## config.mk

```make
export PLATFORM = sky130hd
export DESIGN_NAME = vga_pattern_gen_flat
export DESIGN_NICKNAME = d
export VERILOG_FILES = /design/src/rtl/vga_pattern_if.sv /design/src/rtl/vga_pattern_gen.sv /design/src/flat_wrapper.sv
export SDC_FILE = /design/constraint.sdc
export NUM_CORES = 1
export LEC_CHECK = 0
export BUFFER_PORTS_ARGS = -buffer_cell sky130_fd_sc_hd__buf_4
export CORE_MARGIN = 10
export CORE_UTILIZATION = 62
export DETAILED_ROUTE_END_ITERATION = 7
export PLACE_DENSITY = 0.84
export SYNTH_ARGS = -nofsm -noshare
export SYNTH_HDL_FRONTEND = slang
export SYNTH_SLANG_ARGS = --single-unit
```

## constraint.sdc

```tcl
create_clock -name clk -period 5.45 [get_ports clk]
set_input_delay 0.545 -clock clk [delete_from_list [all_inputs] [get_ports clk]]
set_output_delay 0.545 -clock clk [all_outputs]
set_load 0.005 [all_outputs]
```

## src/rtl/vga_pattern_if.sv

```systemverilog
`default_nettype none
// vga_pattern_if: timing-generator inputs and DAC-side outputs of the pattern source.
// Revision 1.0
interface vga_pattern_if;
  logic [10:0] pixel_x;
  logic [9:0]  pixel_y;
  logic        video_on;
  logic        hsync;
  logic        vsync;
  logic        next_pattern;
  logic [3:0]  red;
  logic [3:0]  green;
  logic [3:0]  blue;
  logic        hsync_out;
  logic        vsync_out;
  logic        video_on_out;
  logic [1:0]  pattern_sel;
  logic        frame_start;

  modport master (
    output pixel_x, pixel_y, video_on, hsync, vsync, next_pattern,
    input  red, green, blue, hsync_out, vsync_out, video_on_out, pattern_sel, frame_start
  );

  modport slave (
    input  pixel_x, pixel_y, video_on, hsync, vsync, next_pattern,
    output red, green, blue, hsync_out, vsync_out, video_on_out, pattern_sel, frame_start
  );
endinterface
`default_nettype wire

```

## src/rtl/vga_pattern_gen.sv

```systemverilog
`default_nettype none
// vga_pattern_gen: XGA four-pattern pixel source, 2-cycle RGB/sync pipeline.
// Macro PATTERN_AUTOCYCLE_EN enables timed pattern cycling. Revision 1.0
module vga_pattern_gen #(
  parameter int H_ACTIVE           = 1024,
  parameter int V_ACTIVE           = 768,
  parameter int SYNC_ACTIVE_LOW    = 1,
  parameter int BOX_SIZE           = 64,
  parameter int BOX_STEP           = 4,
  parameter int FRAMES_PER_PATTERN = 120
) (
  input  logic         clk,
  input  logic         reset,
  vga_pattern_if.slave vif
);

  localparam logic SYNC_IDLE = (SYNC_ACTIVE_LOW != 0);

  typedef enum logic [1:0] {
    BARS     = 2'd0,
    CHECKER  = 2'd1,
    GRADIENT = 2'd2,
    BOX      = 2'd3
  } pattern_t;

  pattern_t    state, state_next;
  logic [10:0] x1;
  logic [9:0]  y1;
  logic        von1, hs1, vs1;
  logic        vs_act, vs_act_prev, frame_start_q;
  logic        pending, manual_adv, advance;
  logic [7:0]  frame_count;
  logic [10:0] bx, bx_next;
  logic [9:0]  by, by_next;
  logic        bx_neg, bx_neg_next, by_neg, by_neg_next;
  logic [3:0]  pix_r, pix_g, pix_b;
  logic [3:0]  red_q, green_q, blue_q;
  logic        hs_q, vs_q, von_q;
  logic        in_box;
  logic [2:0]  bar_idx;
  logic        checker_on;

  // XOR with the idle level turns either polarity into an active-high flag.
  assign vs_act     = vif.vsync ^ SYNC_IDLE;
  assign manual_adv = frame_start_q && (pending || vif.next_pattern);

`ifdef PATTERN_AUTOCYCLE_EN
  localparam int AUTO_W = (FRAMES_PER_PATTERN > 2) ? $clog2(FRAMES_PER_PATTERN) : 1;
  logic [AUTO_W-1:0] auto_count;
  logic              auto_hit;

  assign auto_hit = frame_start_q && (auto_count == AUTO_W'(FRAMES_PER_PATTERN - 1));
  assign advance  = manual_adv || auto_hit;

  // Any advance, manual or timed, restarts the dwell period.
  always_ff @(posedge clk) begin
    if (reset) begin
      auto_count <= '0;
    end else if (frame_start_q) begin
      if (advance) auto_count <= '0;
      else         auto_count <= auto_count + 1'b1;
    end
  end
`else
  assign advance = manual_adv;
`endif

  always_comb begin
    state_next = BARS;
    case (state)
      BARS:     state_next = CHECKER;
      CHECKER:  state_next = GRADIENT;
      GRADIENT: state_next = BOX;
      BOX:      state_next = BARS;
      default:  state_next = BARS;
    endcase
  end

  // Bounce: clamp to the wall and reverse when the next step would cross it.
  always_comb begin
    bx_next     = bx;
    bx_neg_next = bx_neg;
    by_next     = by;
    by_neg_next = by_neg;
    if (!bx_neg) begin
      if ({1'b0, bx} + 12'(BOX_STEP + BOX_SIZE) > 12'(H_ACTIVE)) begin
        bx_next     = 11'(H_ACTIVE - BOX_SIZE);
        bx_neg_next = 1'b1;
      end else begin
        bx_next = bx + 11'(BOX_STEP);
      end
    end else if (bx < 11'(BOX_STEP)) begin
      bx_next     = '0;
      bx_neg_next = 1'b0;
    end else begin
      bx_next = bx - 11'(BOX_STEP);
    end
    if (!by_neg) begin
      if ({1'b0, by} + 11'(BOX_STEP + BOX_SIZE) > 11'(V_ACTIVE)) begin
        by_next     = 10'(V_ACTIVE - BOX_SIZE);
        by_neg_next = 1'b1;
      end else begin
        by_next = by + 10'(BOX_STEP);
      end
    end else if (by < 10'(BOX_STEP)) begin
      by_next     = '0;
      by_neg_next = 1'b0;
    end else begin
      by_next = by - 10'(BOX_STEP);
    end
  end

  assign bar_idx    = x1[9:7];
  assign checker_on = x1[6] ^ y1[6];
  assign in_box     = ({1'b0, x1} >= {1'b0, bx}) && ({1'b0, x1} < {1'b0, bx} + 12'(BOX_SIZE)) &&
                      ({1'b0, y1} >= {1'b0, by}) && ({1'b0, y1} < {1'b0, by} + 11'(BOX_SIZE));

  always_comb begin
    pix_r = '0;
    pix_g = '0;
    pix_b = '0;
    case (state)
      BARS: begin
        pix_r = {4{~bar_idx[1]}};
        pix_g = {4{~bar_idx[2]}};
        pix_b = {4{~bar_idx[0]}};
      end
      CHECKER: begin
        pix_r = {4{checker_on}};
        pix_g = {4{checker_on}};
        pix_b = {4{checker_on}};
      end
      GRADIENT: begin
        pix_r = x1[9:6];
        pix_g = y1[9:6];
        pix_b = frame_count[7:4];
      end
      BOX: begin
        pix_r = in_box ? 4'hF : 4'h0;
        pix_g = in_box ? 4'hF : 4'h0;
        pix_b = in_box ? 4'hF : 4'h4;
      end
      default: ;
    endcase
  end

  always_ff @(posedge clk) begin
    if (reset) begin
      x1            <= '0;
      y1            <= '0;
      von1          <= 1'b0;
      hs1           <= SYNC_IDLE;
      vs1           <= SYNC_IDLE;
      red_q         <= '0;
      green_q       <= '0;
      blue_q        <= '0;
      hs_q          <= SYNC_IDLE;
      vs_q          <= SYNC_IDLE;
      von_q         <= 1'b0;
      vs_act_prev   <= 1'b0;
      frame_start_q <= 1'b0;
      pending       <= 1'b0;
      frame_count   <= '0;
      bx            <= '0;
      by            <= '0;
      bx_neg        <= 1'b0;
      by_neg        <= 1'b0;
      state         <= BARS;
    end else begin
      x1            <= vif.pixel_x;
      y1            <= vif.pixel_y;
      von1          <= vif.video_on;
      hs1           <= vif.hsync;
      vs1           <= vif.vsync;
      red_q         <= von1 ? pix_r : 4'h0;
      green_q       <= von1 ? pix_g : 4'h0;
      blue_q        <= von1 ? pix_b : 4'h0;
      hs_q          <= hs1;
      vs_q          <= vs1;
      von_q         <= von1;
      vs_act_prev   <= vs_act;
      frame_start_q <= vs_act && !vs_act_prev;
      if (frame_start_q) begin
        pending     <= 1'b0;
        frame_count <= frame_count + 8'd1;
        bx          <= bx_next;
        by          <= by_next;
        bx_neg      <= bx_neg_next;
        by_neg      <= by_neg_next;
      end else if (vif.next_pattern) begin
        pending <= 1'b1;
      end
      if (advance) state <= state_next;
    end
  end

  assign vif.red          = red_q;
  assign vif.green        = green_q;
  assign vif.blue         = blue_q;
  assign vif.hsync_out    = hs_q;
  assign vif.vsync_out    = vs_q;
  assign vif.video_on_out = von_q;
  assign vif.pattern_sel  = state;
  assign vif.frame_start  = frame_start_q;

endmodule
`default_nettype wire

```

## src/flat_wrapper.sv

```systemverilog
// flat-port wrapper written by rule: the top's interface ports become plain ports
module vga_pattern_gen_flat 
#(
  parameter int H_ACTIVE           = 1024,
  parameter int V_ACTIVE           = 768,
  parameter int SYNC_ACTIVE_LOW    = 1,
  parameter int BOX_SIZE           = 64,
  parameter int BOX_STEP           = 4,
  parameter int FRAMES_PER_PATTERN = 120
)
  (clk, reset, vif_pixel_x, vif_pixel_y, vif_video_on, vif_hsync, vif_vsync, vif_next_pattern, vif_red, vif_green, vif_blue, vif_hsync_out, vif_vsync_out, vif_video_on_out, vif_pattern_sel, vif_frame_start);
  vga_pattern_if vif_i ();
  input  logic clk;
  input  logic reset;
  input wire logic [$bits(vif_i.pixel_x)-1:0] vif_pixel_x;
  input wire logic [$bits(vif_i.pixel_y)-1:0] vif_pixel_y;
  input wire logic [$bits(vif_i.video_on)-1:0] vif_video_on;
  input wire logic [$bits(vif_i.hsync)-1:0] vif_hsync;
  input wire logic [$bits(vif_i.vsync)-1:0] vif_vsync;
  input wire logic [$bits(vif_i.next_pattern)-1:0] vif_next_pattern;
  output wire logic [$bits(vif_i.red)-1:0] vif_red;
  output wire logic [$bits(vif_i.green)-1:0] vif_green;
  output wire logic [$bits(vif_i.blue)-1:0] vif_blue;
  output wire logic [$bits(vif_i.hsync_out)-1:0] vif_hsync_out;
  output wire logic [$bits(vif_i.vsync_out)-1:0] vif_vsync_out;
  output wire logic [$bits(vif_i.video_on_out)-1:0] vif_video_on_out;
  output wire logic [$bits(vif_i.pattern_sel)-1:0] vif_pattern_sel;
  output wire logic [$bits(vif_i.frame_start)-1:0] vif_frame_start;
  assign vif_i.pixel_x = vif_pixel_x;
  assign vif_i.pixel_y = vif_pixel_y;
  assign vif_i.video_on = vif_video_on;
  assign vif_i.hsync = vif_hsync;
  assign vif_i.vsync = vif_vsync;
  assign vif_i.next_pattern = vif_next_pattern;
  assign vif_red = vif_i.red;
  assign vif_green = vif_i.green;
  assign vif_blue = vif_i.blue;
  assign vif_hsync_out = vif_i.hsync_out;
  assign vif_vsync_out = vif_i.vsync_out;
  assign vif_video_on_out = vif_i.video_on_out;
  assign vif_pattern_sel = vif_i.pattern_sel;
  assign vif_frame_start = vif_i.frame_start;
  vga_pattern_gen #(.H_ACTIVE(H_ACTIVE), .V_ACTIVE(V_ACTIVE), .SYNC_ACTIVE_LOW(SYNC_ACTIVE_LOW), .BOX_SIZE(BOX_SIZE), .BOX_STEP(BOX_STEP), .FRAMES_PER_PATTERN(FRAMES_PER_PATTERN)) u_core (.clk(clk), .reset(reset), .vif(vif_i));
endmodule
```

* Word-level counts from Yosys, hierarchy flattened
Index checks and enable logic that the tools add are counted.
** Storage, ports and cells
- Input port bits :: 27
- Output and inout bits :: 18
- Flip-flop bits (word level) :: 75
- Word-level logic and storage cells :: 74
** Cells by class
- Reductions and logical operators :: 10
- $add $sub $neg :: 9
- Bitwise operators :: 6
- Muxes and demuxes :: 18
- Order comparisons :: 8
- Equal/unequal tests :: 3
** Operators with widths (count)
- one-hot mux 4 bit (4 select lines) :: 3
- 2-to-1 mux 11 bit :: 3
- 2-to-1 mux 10 bit :: 3
- adder 11 x 7 -> 12 bit (second input constant) :: 2
- adder 10 x 7 -> 11 bit (second input constant) :: 2
- > comparator 12 x 11 -> 1 bit (second input constant) :: 1
- < comparator 11 x 12 -> 1 bit :: 1
- adder 11 x 3 -> 11 bit (second input constant) :: 1
- greater-or-equal comparator 11 bit :: 1
- > comparator 11 x 10 -> 1 bit (second input constant) :: 1
- < comparator 10 x 11 -> 1 bit :: 1
- < comparator 11 x 3 -> 1 bit (second input constant) :: 1
- subtractor 11 x 3 -> 11 bit (second input constant) :: 1
- adder 10 x 3 -> 10 bit (second input constant) :: 1
- greater-or-equal comparator 10 bit :: 1
- < comparator 10 x 3 -> 1 bit (second input constant) :: 1
- subtractor 10 x 3 -> 10 bit (second input constant) :: 1
- adder 8 x 1 -> 8 bit (second input constant) :: 1
- 2-to-1 mux 4 bit :: 2
- one-hot mux 2 bit (4 select lines) :: 1
- 2-to-1 mux 1 bit :: 6
- logical AND 1 bit :: 5
- inverter 1 bit :: 5
- equality test 2 bit (second input constant) :: 2
- other kinds (6) :: 7

* Longest topological paths before layout
Gate-level depths: netlist (run 1).
- Word-level depth :: 7
- Mapped depth :: 12
- Depth with buffers taken out :: 10

* Worst setup path before layout (run 1)
OpenSTA, ideal clock, no wires.
- Path kind :: register -> register
- From :: reg u_core.bx[6]
- To :: reg u_core.blue_q[0] (netlist: u_core.vif.blue[0])
- Buffers on the path :: 2
- Required time :: 5.317 ns
- Setup time :: 0.133 ns
- Arrival :: 2.195 ns
- Stages on the path, launching flop included :: 13
- Path slack :: 3.122 ns
- Period minus slack after synthesis :: 2.328 ns
- Cells stage by stage :: dfxtp_1 buf_4 inv_1 ha_1 inv_1 ha_1 nor2b_1 o2111ai_1 a21oi_1 a21oi_1 a31oi_1 clkbuf_1 a21oi_1
** Between the ends
- Cells in the longest elaborated chain, start to end :: 7
- Elaborated cells on any way between the ends :: 8
- Those cells by class :: add/sub: 1; order compare: 2; mux: 2; reduce/logical: 3
** RTL lines
- start, declared :: RTL line vga_pattern_gen.sv:33 : logic [10:0] bx, bx_next;
- start signal, assigned :: RTL line vga_pattern_gen.sv:186 : bx <= bx_next;
- adder 11 x 7 -> 12 bit :: RTL line vga_pattern_gen.sv:115 : assign in_box = ({1'b0, x1} >= {1'b0, bx}) && ({1'b0, x1} < {1'b0, bx} + 12'(BOX_SIZE)) &&
- < comparator 11 x 12 -> 1 bit :: RTL line vga_pattern_gen.sv:115
- logical AND 1 bit * (2 in series) :: RTL line vga_pattern_gen.sv:115
- logical AND 1 bit * :: RTL line vga_pattern_gen.sv:116 : ({1'b0, y1} >= {1'b0, by}) && ({1'b0, y1} < {1'b0, by} + 11'(BOX_SIZE));
- 2-to-1 mux 4 bit * :: RTL line vga_pattern_gen.sv:141 : pix_b = in_box ? 4'hF : 4'h4;
- one-hot mux 4 bit (4 select lines) * :: RTL line vga_pattern_gen.sv:122 : case (state)
- end signal, assigned :: RTL line vga_pattern_gen.sv:177 : blue_q <= von1 ? pix_b : 4'h0;
- end, declared :: RTL line vga_pattern_gen.sv:37 : logic [3:0] red_q, green_q, blue_q;
Mark *: on every way between the ends. The rest lies on a longest branch, timed or not.
A chain may end at the register's enable or synchronous reset.

* Worst setup path after layout (run 1)
- From :: reg u_core.bx[6]
- To :: reg u_core.green_q[1] (netlist: u_core.vif.green[1])
** Between the ends
- Cells in the longest elaborated chain, start to end :: 7
- Elaborated cells on any way between the ends :: 8
- Those cells by class :: add/sub: 1; order compare: 2; mux: 2; reduce/logical: 3
** RTL lines
- adder 11 x 7 -> 12 bit :: RTL line vga_pattern_gen.sv:115
- < comparator 11 x 12 -> 1 bit :: RTL line vga_pattern_gen.sv:115
- logical AND 1 bit * (2 in series) :: RTL line vga_pattern_gen.sv:115
- logical AND 1 bit * :: RTL line vga_pattern_gen.sv:116
- 2-to-1 mux 4 bit * :: RTL line vga_pattern_gen.sv:140 : pix_g = in_box ? 4'hF : 4'h0;
- one-hot mux 4 bit (4 select lines) * :: RTL line vga_pattern_gen.sv:122
- end signal, assigned :: RTL line vga_pattern_gen.sv:176 : green_q <= von1 ? pix_g : 4'h0;
- end, declared :: RTL line vga_pattern_gen.sv:37
Marked as above.

==> run_results.csv, run 1 <==
group,metric,value,unit
sta,layout_min_cycle_time,3.15,ns
clocking,clock_slew_at_the_register_clock_pins_of_the_worst_setup_and_hold_paths,0.07,ns
sta,final_cycle_utilization_of_the_critical_path,57.8,%
grt,antenna_found_initial,0,
grt,largest_net_degree_at_the_start_of_global_routing,56,
synth,yosysTopAreaCell,"dfxtp_1",
sta,worst_slew_pin_slew,0.998,ns
clocking,tritoncts,"built",
synth,number_of_synthesis_warnings,0,
status,status,"finished, final reports clean",
clocking,cts.sink_count,67,
drt,drt-vias-per-instance,6.12,
sta,timing_hold_violations_final,0,
drt,routed-via-count,3538,
drt,overall_routed_net_length,9500,um
sta,fmax,317,MHz
finish,area.growth.synth_to_final,12.0,%
placed_design,place_worst_setup_slack,2.39,ns
grt,track_usage,18.9,%
setup_path,rrSetupSlack,2.30,ns
flow_run,cap_violations,0,
power,p_per_area,260,nW/um2
grt,globalRoute.totalOverflow,0,
sta,hold-worst-slack,0.372,ns
setup_path,timing.critical_path.to_type,"flop",
finish,final_cell_count_no_fill,578,
die,fp.dieH,101,um
synth,ys_dominant_reg_cell,"dfxtp_1",
finish,antenna_cells_inserted,0,
sta,relSlewSlack,33.2,%
clocking,postCtsResizedCells,0,
setup_path,worst_ep_required_time,5.64,ns
setup_path,r2r_start,"u_core.bx[6]",
setup_path,crit_path_max_incr_delay,0.72,ns
clocking,cts_root_buffer,"clkbuf_8",
drt,detailedRoute.firstIterationViolations,218,
setup_path,crit_path_max_fanout,14,
die,placeableCoreArea,6350,um2
placed_design,number_of_port_buffers,40,
clocking,postCtsSetupBuffers,0,
drt,drt-wirelength-per-cell,16.4,um
die,design.portCount,45,
sta,layout_setup_ws,2.30,ns
clocking,cts.path.max_buffers,2,
placed_design,post-place-cells,562,
grt,first_pass_grt_wire_length,16000,um
synth,sequential_element_share_of_the_synthesized_area,33.2,%
setup_path,path_class,"reg -> reg",
setup_path,crit_slowest_cell,"a31oi_1",
setup_path,critical_path.most_common_cell,"a21oi_1",
placed_design,finalWeightedCongestion,0.886,
sta,report.final.setup_viol,0,
synth,postSynthAreaPerCell,8.57,um2
synth,async_set_or_reset_flop_fraction_in_the_synthesized_netlist,0,%
setup_path,depth_of_the_most_critical_reg_to_reg_path,10,
sta,grt_setup_unrepaired,"false",
hold_path,whs_endpoint,"u_core.hs1",
sta,final_layout_setup_total_negative_slack,0,ns
synth,total_nets_after_synthesis,540,
synth,post_synth_num_cell_types,63,
hold_path,holdCritPathClass,"in -> reg",
die,fp.dieW,101,um
finish,fin_nets,565,
die,placement_rows,29,
power,leakage_power_total,1.80,nW
drt,drt-pass1-iter-count,5,
synth,synth.area.top_cells,"dfxtp_1 (33%), ha_1 (13%), nand2_1 (4.3%)",
synth,synth-seq-cells,67,
synth,netlist_instances,471,
hold_path,worstHoldStart,"vif_hsync",
clocking,cts_hold_buffers,0,
setup_path,critical_path.startpoint,"u_core.bx[6]",
die,dieArea,10100,um2
synth,netlist.area_leader.share,33.2,%
synth,synth.cell_area,4040,um2
grt,number_of_global_route_vias_before_repair,3416,
drt,route.detailed.drc,0,
die,initial_utilization,63.6,%
power,irDropWorstVdd,235,uV
clocking,tritoncts_buffer_count,9,
clocking,cts_max_level,3,
synth,synth_edf_count,0,
setup_path,worst_r2r_endpoint,"u_core.vif.green[1]",
hold_path,worstHoldPathCells,2,
setup_path,crit_arrival,3.34,ns
drt,final_antenna_net_count,0,
power,power.total,1.17,mW
clocking,clock_insertion_delay_worst_skew,0.35,ns
setup_path,cp_cell_sequence,"inv_1 > ha_1 > inv_1 > ha_1 > nor2b_1 > o2111ai_1 > a21oi_1 > a21oi_1 > a31oi_1 > a21oi_1",
finish,post_route_cells_drive_above_1_share,16.0,%
placed_design,post-dp-hpwl,6910,um
sta,slew_violations,0,
sta,finClkSkew,0.00666,ns
setup_path,startpoint_type,"flop",
per-layer routing:
metal	GRT usage (%)	vias up	share of wire [%]
met5	0	-	0
met3	3.91	16	5.5
met4	6.85	0	1.5
met2	32.7	126	52
met1	22.3	1648	41
li1	-	1748	-
cell usage in the layout (no fill, tap or decap), drive strengths merged, types with 4 or more instances in the layout:
master | netlist | layout
nand2 | 46 | 46
a21oi | 35 | 35
nor3 | 16 | 16
o2111ai | 4 | 4
clkbuf | 12 | 10
or4 | 4 | 4
inv | 26 | 26
a31oi | 7 | 7
nor2 | 29 | 29
a21o | 8 | 8
or2 | 4 | 4
and3 | 8 | 8
nand4 | 5 | 5
buf | 15 | 41
o31ai | 6 | 6
xor2 | 5 | 5
xnor2 | 13 | 13
nor2b | 22 | 22
o21ai | 20 | 20
clkinvlp | 0 | 4
dfxtp | 67 | 67
or3 | 7 | 7
nand3 | 12 | 12
a221oi | 11 | 11
ha | 42 | 42
o21a | 5 | 5
cells by family after synthesis:
group                      synth area share, %
and+or+nand+nor                           21.0
buffers and inverters                     5.89
xor gates and xnor gates                  3.91
DFF                                       33.2
muxes                                    0.744
AOI/OAI and AO/OA                         22.2
adders and majority gates                 13.0
metrics by stage:
step	utilization, %	cell area, um2
6_report	71.2	4520
5_1_grt	71.2	4520
4_1_cts	71.2	4520
3_5_place_dp	67.8	4300
3_3_place_gp	67.8	4300
2_1_floorplan	-	4040
worst max path at each step:
stage                                     end  slack (ns)  cells after the start
after floorplan            u_core.vif.blue[0]        3.12                     12
after global placement     u_core.vif.blue[3]        2.49                     10
after detailed placement  u_core.vif.green[1]        2.39                     10
after CTS                 u_core.vif.green[1]        2.37                     10
after global routing      u_core.vif.green[1]        2.12                     10
final                     u_core.vif.green[1]        2.30                     10
worst max-delay path: cells and delay by family (launching register included):
family                   cells  cell delay, ns
buffers and inverters        2            0.27
AO/OA/AOI/OAI                5            1.29
flip-flops                   1            0.65
AND/OR/NAND/NOR              1            0.18
adder cells (fa/ha/maj)      2            0.60
cells in the mapped netlist, types with 6 or more instances:
cell,instances
a21oi_1,34
xnor2_1,13
nand3_1,12
a31oi_1,6
o21ai_0,19
nor3_1,16
clkbuf_1,12
or3_1,6
o31ai_1,6
ha_1,42
and3_1,7
a21o_1,8
inv_1,26
nand2_1,46
nor2b_1,22
a221oi_1,9
dfxtp_1,67
nor2_1,28
flip-flops by register name, indices dropped and copies added (netlist names), 2 cells and up:
name,cells
u_core.x1,9
u_core.y1,8
u_core.vif.pattern_sel,2
u_core.by,8
u_core.bx,9
u_core.vif.green,4
u_core.frame_count,8
u_core.vif.red,4
u_core.vif.blue,4
layout make-up:
cell class,instances,area (um2)
clock inverters,6,90.1
multi-input cells,350,2460
well taps,77,96.3
fillers,485,1830
clock buffers,10,128
flip-flops and latches,67,1340
repair buffers,41,308
inverters,27,101
report_power, final:
| part | internal [mW] | switching (mW) | leakage (nW) |
|---|---|---|---|
| clock | 0.257 | 0.197 | 0.0947 |
| combinational | 0.0854 | 0.0975 | 1.16 |
| sequential | 0.511 | 0.0261 | 0.550 |
| total | 0.854 | 0.321 | 1.80 |
Note: power is estimated with default switching activity, not from simulation.
==> inputs of run 2 (changes only) <==
- CORE_UTILIZATION: 62 -> 59
- PLACE_DENSITY: 0.84 -> 0.8
- clock period: 5.45 -> 2.9 ns (I/O delays scaled with it)
==> run_results.csv, run 2 (same netlist as run 1, synthesis figures left out) <==
group,metric,value,unit
status,status,"finished, final reports clean",
drt,drt-vias-per-instance,6.01,
drt,detailedRoute.firstIterationViolations,278,
clocking,tritoncts,"built",
die,fp.dieW,103,um
setup_path,crit_path_max_fanout,11,
grt,largest_net_degree_at_the_start_of_global_routing,56,
grt,track_usage,18.5,%
setup_path,depth_of_the_most_critical_reg_to_reg_path,9,
setup_path,crit_arrival,2.75,ns
power,p_per_area,494,nW/um2
die,fp.dieH,103,um
power,seq_power_share,43.9,%
setup_path,crit_path_max_incr_delay,0.60,ns
setup_path,cp.depth,9,
finish,mostFrequentLayoutCell,"dfxtp_1",
setup_path,path_class,"reg -> reg",
sta,timing_hold_violations_final,0,
sta,final_layout_setup_total_negative_slack,0,ns
power,sw_frac_of_total,27.8,%
sta,layout_min_cycle_time,2.55,ns
drt,drt-pass1-iter-count,8,
sta,finClkSkew,0.0120,ns
clocking,cts.path.max_buffers,2,
sta,relSlewSlack,52.9,%
sta,fmax,392,MHz
grt,first_pass_grt_wire_length,15800,um
drt,final_antenna_net_count,0,
drt,drt-wirelength-per-cell,16.3,um
grt,antenna_found_initial,0,
setup_path,worst_ep_required_time,3.10,ns
setup_path,crit_slowest_cell,"dfxtp_1",
sta,report.final.setup_viol,0,
power,netSwitchingPower,635,uW
clocking,cts_hold_buffers,0,
finish,antenna_cells_inserted,0,
die,placeableCoreArea,6720,um2
finish,area.growth.synth_to_final,14.5,%
finish,post_route_cells_drive_above_1_share,18.0,%
clocking,postCtsSetupBuffers,0,
placed_design,finalWeightedCongestion,0.879,
sta,worst_slew_pin_slew,0.705,ns
sta,slew_violations,0,
die,dieArea,10500,um2
finish,biggestRegsByFlops,"u_core.bx x9, u_core.x1 x9",
die,initial_utilization,60.1,%
setup_path,startpoint_type,"flop",
power,power.total,2.28,mW
setup_path,cp_cell_sequence,"inv_1 > ha_1 > inv_1 > ha_1 > nand2_1 > a21oi_1 > o21ai_0 > a31oi_2 > a21oi_1",
clocking,cts_max_level,3,
clocking,clock_slew_at_the_register_clock_pins_of_the_worst_setup_and_hold_paths,0.09,ns
setup_path,worstPathBufferInverterCount,2,
power,leakage_power_total,1.88,nW
grt,globalRoute.totalOverflow,0,
power,irDropWorstVdd,281,uV
flow_run,cap_violations,0,
clocking,cts_root_buffer,"clkbuf_8",
hold_path,worstHoldPathCells,2,
finish,final_core_util,68.8,%
setup_path,timing.critical_path.to_type,"flop",
clocking,tritoncts_buffer_count,9,
drt,routed-via-count,3550,
sta,grt_setup_unrepaired,"false",
placed_design,number_of_port_buffers,40,
clocking,postCtsResizedCells,0,
finish,highest_count_cells_in_the_layout_ignoring_fill_and_taps,"dfxtp_1 (67), buf_4 (51), nand2_1 (46)",
die,placement_rows,30,
drt,overall_routed_net_length,9660,um
die,design.portCount,45,
power,power_frac_comb,16.0,%
clocking,clock_insertion_delay_worst_skew,0.35,ns
placed_design,dpl_cell_area,4380,um2
clocking,cts.sink_count,67,
power,p_int,1.65,mW
setup_path,path_delay_family,"compound AO/OA/AOI/OAI gates",
finish,area_of_all_placed_cells_without_fillers,4620,um2
power,pwr-share-clk,40.1,%
sta,final_cycle_utilization_of_the_critical_path,87.9,%
sta,hold-worst-slack,0.135,ns
drt,route.detailed.drc,0,
placed_design,post-dp-hpwl,7090,um
hold_path,holdCritPathClass,"in -> reg",
finish,fin_nets,575,
grt,number_of_global_route_vias_before_repair,3356,
[run 2: changes by cell type in the layout (fill, tap and decap cells not counted)]
cell	before	now
a31oi_1	6	5
clkinv_4	0	1
clkbuf_8	9	10
clkbuf_1	1	0
buf_4	41	51
clkinvlp_4	4	0
inv_6	0	3
a31oi_2	1	2
[run 2: final timing paths]
kind	startpoint	end	slack, ns
setup / recovery	u_core.by[6]	u_core.vif.red[1]	0.35
hold / removal	vif_hsync	u_core.hs1	0.13
setup reg to reg	u_core.by[6]	u_core.vif.red[1]	0.35
hold reg to reg	u_core.vs_act_prev	u_core.vif.frame_start	0.39
[run 2: worst reg2reg max path: stages, from the launching register on]
cell and delay (ns):
dfxtp_1 0.60, inv_1 0.22, ha_1 0.33, inv_1 0.04
ha_1 0.26, nand2_1 0.04, a21oi_1 0.10, o21ai_0 0.12
a31oi_2 0.52, a21oi_1 0.16
[run 2: layer usage]
| layer | vias up | wire [um] | GRT usage, % |
|---|---|---|---|
| met5 | - | 0 | 0 |
| met4 | 0 | 94 | 7.16 |
| met3 | 10 | 611 | 4.16 |
| met2 | 110 | 4390 | 28.3 |
| met1 | 1666 | 4570 | 24.6 |
| li1 | 1764 | - | - |
[run 2: per-stage QoR]
step | instances | setup WS (ns)
finish | 591 | 0.351
global route | 591 | 0.171
CTS | 591 | 0.132
detailed placement | 575 | 0.139
global placement | 575 | 0.227
floorplan | 471 | 0.572
[run 2: cell type report]
cell class	count	area (um2)
clock inverter	6	95.1
multi-input combinational	350	2460
sequential	67	1340
inverter	27	101
clock buffer	10	138
timing repair buffer	51	383
fill	546	2100
tap	80	100
[run 2: power groups by stage]
stage                     clock network (mW)  registers, mW  logic (mW)
after floorplan                            0           1.01       0.261
after global placement                     0           1.02       0.346
after detailed placement                   0           1.02       0.361
after CTS                              0.923           1.00       0.364
after global routing                   0.963           1.01       0.410
final                                  0.915           1.00       0.366
